$ cat src/rtl/sxga_pkg.sv
// Shared SXGA definitions: video timing, SRAM field widths
// and the write-buffer state encoding.
package sxga_pkg;

  localparam int HSYNC    = 112;
  localparam int HBACK    = 248;
  localparam int HVISIBLE = 1280;
  localparam int HTOTAL   = 1688;
  localparam int VSYNC    = 3;
  localparam int VBACK    = 38;
  localparam int VVISIBLE = 1024;
  localparam int VTOTAL   = 1066;

  localparam int ADDR_W  = 19;
  localparam int PAGE_W  = 8;
  localparam int DATA_W  = 8;
  localparam int ENTRY_W = PAGE_W + ADDR_W + DATA_W;

  typedef enum logic [1:0] {
    IDLE    = 2'd0,
    WRITE   = 2'd1,
    RECOVER = 2'd2
  } wr_state_t;

endpackage

$ cat src/rtl/sxga_wr_fifo.sv
// Generic synchronous FIFO; pointers carry one extra wrap bit
// so full/empty fall out of a plain pointer compare.
module sxga_wr_fifo #(
  parameter int WIDTH = 35,
  parameter int DEPTH = 16
) (
  input  logic                     clk,
  input  logic                     rst,
  input  logic                     push,
  input  logic [WIDTH-1:0]         din,
  input  logic                     pop,
  output logic [WIDTH-1:0]         dout,
  output logic                     full,
  output logic                     empty,
  output logic [$clog2(DEPTH):0]   level
);

  localparam int AW = $clog2(DEPTH);

  logic [WIDTH-1:0] mem [DEPTH];
  logic [AW:0]      wp;
  logic [AW:0]      rp;
  logic             push_ok;
  logic             pop_ok;

  assign full  = (wp[AW] != rp[AW]) &&
                 (wp[AW-1:0] == rp[AW-1:0]);
  assign empty = (wp == rp);
  assign dout  = mem[rp[AW-1:0]];

  // Full is judged before the same-edge pop, so a write
  // into a full FIFO is dropped even while it drains.
  assign push_ok = push && !full;
  assign pop_ok  = pop && !empty;

  always_ff @(posedge clk) begin
    if (push_ok) mem[wp[AW-1:0]] <= din;
  end

  always_ff @(posedge clk or posedge rst) begin
    if (rst) begin
      wp    <= '0;
      rp    <= '0;
      level <= '0;
    end else begin
      if (push_ok) wp <= wp + 1'b1;
      if (pop_ok)  rp <= rp + 1'b1;
      if (push_ok && !pop_ok)
        level <= level + 1'b1;
      else if (!push_ok && pop_ok)
        level <= level - 1'b1;
    end
  end

endmodule

$ cat src/rtl/sxga_wr_buf.sv
// Host write buffer feeding the SXGA video/SRAM write port;
// drains only during blanking with a minimum strobe spacing.
module sxga_wr_buf
  import sxga_pkg::*;
#(
  parameter int DEPTH = 16,
  parameter int GAP   = 2
) (
  input  logic                   clk,
  input  logic                   rst,
  input  logic [18:0]            h_addr,
  input  logic [7:0]             h_page,
  input  logic [7:0]             h_data,
  input  logic                   h_we,
  output logic                   h_full,
  output logic                   h_ovf,
  input  logic                   h_ovf_clr,
  input  logic                   blank,
  output logic [18:0]            waddr,
  output logic [7:0]             srpage,
  output logic [7:0]             wdata,
  output logic                   wstb,
  output logic [$clog2(DEPTH):0] level
);

  localparam logic [3:0] RCV_LAST =
    (GAP > 2) ? 4'(GAP - 3) : 4'd0;

  wr_state_t          state;
  wr_state_t          state_n;
  logic [3:0]         cnt;
  logic               pop;
  logic               full;
  logic               empty;
  logic [ENTRY_W-1:0] head;

  sxga_wr_fifo #(
    .WIDTH (ENTRY_W),
    .DEPTH (DEPTH)
  ) u_fifo (
    .clk   (clk),
    .rst   (rst),
    .push  (h_we),
    .din   ({h_page, h_addr, h_data}),
    .pop   (pop),
    .dout  (head),
    .full  (full),
    .empty (empty),
    .level (level)
  );

  assign h_full = full;
  assign wstb   = (state == WRITE);

  always_ff @(posedge clk or posedge rst) begin
    if (rst) begin
      state <= IDLE;
      cnt   <= '0;
    end else begin
      state <= state_n;
      if (state == WRITE)
        cnt <= RCV_LAST;
      else if (state == RECOVER)
        cnt <= cnt - 1'b1;
    end
  end

  // blank only gates the start of a strobe; WRITE always completes.
  always_comb begin
    state_n = state;
    pop     = 1'b0;
    unique case (state)
      IDLE: begin
        if (!empty && blank) begin
          pop     = 1'b1;
          state_n = WRITE;
        end
      end
      WRITE:   state_n = (GAP > 2) ? RECOVER : IDLE;
      RECOVER: if (cnt == 4'd0) state_n = IDLE;
      default: state_n = IDLE;
    endcase
  end

  always_ff @(posedge clk or posedge rst) begin
    if (rst) begin
      waddr  <= '0;
      srpage <= '0;
      wdata  <= '0;
    end else if (pop) begin
      {srpage, waddr, wdata} <= head;
    end
  end

  always_ff @(posedge clk or posedge rst) begin
    if (rst)
      h_ovf <= 1'b0;
    else if (h_we && full)
      h_ovf <= 1'b1;
    else if (h_ovf_clr)
      h_ovf <= 1'b0;
  end

endmodule

$ cat config.mk
export PLATFORM = sky130hd
export DESIGN_NAME = sxga_wr_buf
export DESIGN_NICKNAME = d
export VERILOG_FILES = /design/src/rtl/sxga_pkg.sv /design/src/rtl/sxga_wr_fifo.sv /design/src/rtl/sxga_wr_buf.sv
export SDC_FILE = /design/constraint.sdc
export NUM_CORES = 1
export LEC_CHECK = 0
export ABC_CLOCK_PERIOD_IN_PS = 4800
export CAP_MARGIN = 30
export CORE_ASPECT_RATIO = 0.75
export CORE_MARGIN = 10
export CORE_UTILIZATION = 60
export DETAILED_ROUTE_END_ITERATION = 12
export GPL_ROUTABILITY_DRIVEN = 0
export HOLD_SLACK_MARGIN = 0.1
export PLACE_DENSITY = 0.9
export SLEW_MARGIN = 5
export SYNTH_ARGS = -nofsm -noshare
export SYNTH_HDL_FRONTEND = slang
export SYNTH_HIERARCHICAL = 1
export SYNTH_SLANG_ARGS = --single-unit
$ cat constraint.sdc
create_clock -name clk -period 4.8 [get_ports clk]
set_clock_uncertainty 0.05 [all_clocks]
set_input_delay 0.72 -clock clk [delete_from_list [all_inputs] [get_ports clk]]
set_output_delay 0.72 -clock clk [all_outputs]
set_load 0.05 [all_outputs]
==> metrics.txt <==
mean post-synth cell area 22.4 um^2; Core Area 38,500 um^2; Port-buffer cells 82; row cnt 62; layout cells sized above 1 0.259; Die Y between 150 and 200 um; Max Slew Vio Count 0; Nets 1,206; synth top area cells edfxtp_1 72%, mux4_2 13%, dfrtp_1 5.5%; Detailed Place HPWL 26.9 mm; Hold Fails Final Rpt 0; status complete, no violations; Worst Tran Pin Value 1040 ps; CP arrival 4460 ps; DIE AREA between 40,000 and 50,000 um^2; I/O Pins between 80 and 90; number of synthesized flops with an enable pin 560; via count 11,400; area leader, netlist edfxtp_1; Post-DRT Antenna Nets 0; Die X 248 um; Leak Pwr 8.60 nW; commonest cells in the netlist 560 x edfxtp_1, 140 x mux4_2, 69 x o22ai_1; post-synthesis cell type count between 40 and 50; endpoints failing setup 0; CP startpoint u_fifo/rp[0]$_DFFE_PP0P_; CP Cell Sequence xnor2_1, nand4_2, nor2_1, nor3b_4, o21ai_2, ha_1, inv_1, fa_1, a21o_1, a2111oi_0, a31oi_1, a221o_1; synthesized cell area ~23,000 um^2; Worst Path Buf+Inv 1; # fillers 2,254; Reg clk slew, reported paths ~70 ps; largest fanout on the critical path 23; CP peak stage delay 670 ps; Post-CTS Hold Fix Bufs 0; CTS buffer count 54; share of the synthesized area in the top cell type 0.717; setup bufs post-CTS 0; sequential fraction of the synthesis area 0.773; crit share post-route 0.839; count leader, synth edfxtp_1; power density over cell area 628 nW/um^2; IR drop worst, VDD 0.000479 V; wire length per cell 30.8 um; Worst R2R Start u_fifo/rp[0]$_DFFE_PP0P_; largest net degree at the start of global routing around 140; CTS max path bufs 3; #FFs+latches synth 612; Residual DRC 0; slew margin rel. 0.303; crit path kind register to register; post-route cell area 26,700 um^2; CP Capture Type register; vias in the first global route 12,100; CTS resizes 0; min-delay worst type primary input to async pin; starting density of the core 0.609; FFs w/ async S/R, synth 0.0850; Post-DP Area 24,900 um^2; FMAX 248 MHz; Ys Warns 6; grt total ovfl 0; CTS Sinks 612; initial antenna violation count 2; Post-Route WL 52.7 mm; CP required between 5000 and 6000 ps; DR vias/cell ~6.6; Layout area overhead 13.7%; clock insertion delay at the later pin of the skew report 590 ps; Syn Inst Count 1,046; Synthesized Nets between 1,000 and 1,500; Top FF cell, synth edfxtp_1; unrepaired setup endpoints after global routing no; max-cap viol count 0; setup tns final 0 ps; first-pass GRT wire length 79.6 mm; startpoint class of the critical path register; H-tree Lvls 2; drt pass-1 iters 7; Period minus WS final 4030 ps; Slowest-stage cell, CP dfrtp_4; Initial DRC Count 1,285; CTS root buf clkbuf_16; critical path's top delay family compound AO/OA/AOI/OAI gates; total track usage 0.229; CTS tree built
[power breakdown]
part / switching, W / internal [W]
logic: 0.00309 / 0.00236
clock network: 0.00188 / 0.00242
registers: 0.000429 / 0.00656
[layout by cell type (no fill, tap or decap), types with 2 or more instances in the layout]
cell type	n
a21o_1	3
buf_12	4
buf_4	23
bufinv_16	5
clkbuf_1	7
clkbuf_16	55
clkbuf_8	4
clkdlybuf4s50_1	82
clkinv_1	14
clkinv_2	10
clkinv_4	2
dfrtp_1	49
dfrtp_4	3
edfxtp_1	560
ha_1	9
inv_1	6
inv_2	2
mux2_2	8
mux2_4	30
mux4_2	140
nand2_1	6
nand2b_1	2
nand2b_2	2
nor2_1	39
nor2_4	11
nor3_2	4
o211ai_1	6
o21ai_0	4
o22ai_1	69
xnor2_1	14
xor2_1	2
[worst reg2reg max path, delay by kind of cell (launching register included)]
| kind | cells | cell delay [ps] |
|---|---|---|
| flops | 1 | 670 |
| fa+ha+maj | 2 | 650 |
| simple gates | 3 | 820 |
| xor+xnor | 1 | 370 |
| compound gates | 5 | 1230 |
| buf+inv | 1 | 130 |
[worst paths after layout]
kind                       depth (start not counted)                     endpoint  slack, ps
setup reg to reg                                  12  u_fifo/level[4]$_DFFE_PP0P_        770
hold / removal                                     2        srpage[5]$_DFFE_PP0P_        420
min in group clk                                   1         wdata[6]$_DFFE_PP0P_        460
max in group asynchronous                          3        waddr[18]$_DFFE_PP0P_       3440
setup / recovery                                  12  u_fifo/level[4]$_DFFE_PP0P_        770
hold reg to reg                                    1         wdata[6]$_DFFE_PP0P_        460
[state kept, by name, indices dropped and copies added (netlist names), 5 cells and up]
| signal | flops |
|---|---|
| wdata | 8 |
| u_fifo/wp | 5 |
| u_fifo/mem | 560 |
| u_fifo/level | 5 |
| u_fifo/rp | 5 |
| waddr | 19 |
| srpage | 8 |
[cells by family (layout without fill, tap and decap cells)]
family | after synthesis | in the layout | synth area share
compound gates | 92 | 92 | 0.0257
xor+xnor | 16 | 16 | 0.00598
fa+ha+maj | 10 | 10 | 0.00566
buf+inv | 64 | 217 | 0.0185
flops | 612 | 612 | 0.773
mux | 178 | 178 | 0.157
other cells | 0 | 1 | 0
simple gates | 74 | 74 | 0.0142
[layout make-up]
| cell class | instances | area, um^2 | share of cell area |
|---|---|---|---|
| multi-input combinational | 370 | 5010 | 0.188 |
| clock inverter | 33 | 287 | 0.0107 |
| sequential | 612 | 18100 | 0.680 |
| inverter | 8 | 30.0 | 0.00113 |
| timing repair buffer | 110 | 1100 | 0.0413 |
| clock buffer | 66 | 1460 | 0.0547 |
| antenna | 1 | 2.50 | 0.0000939 |
| tap | 512 | 641 | 0.0240 |
[stage by stage]
stage,utilization,hold WS [ps],worst slack (ps),total power [W],std cells
final,0.693,421,774,0.0167,1712
after global routing,0.693,466,567,0.0174,1711
after CTS,0.692,433,833,0.0168,1710
after detailed placement,0.647,444,873,0.0124,1611
after global placement,0.646,439,1100,0.0122,1609
after floorplan,-,466,735,0.0109,1046
[per-layer routing]
layer | global-route usage | part of all wire
met5 | 0 | 0.00025
met4 | 0.0786 | 0.031
met3 | 0.0502 | 0.095
met2 | 0.375 | 0.51
met1 | 0.302 | 0.37
(Power assumes the default switching activity.)
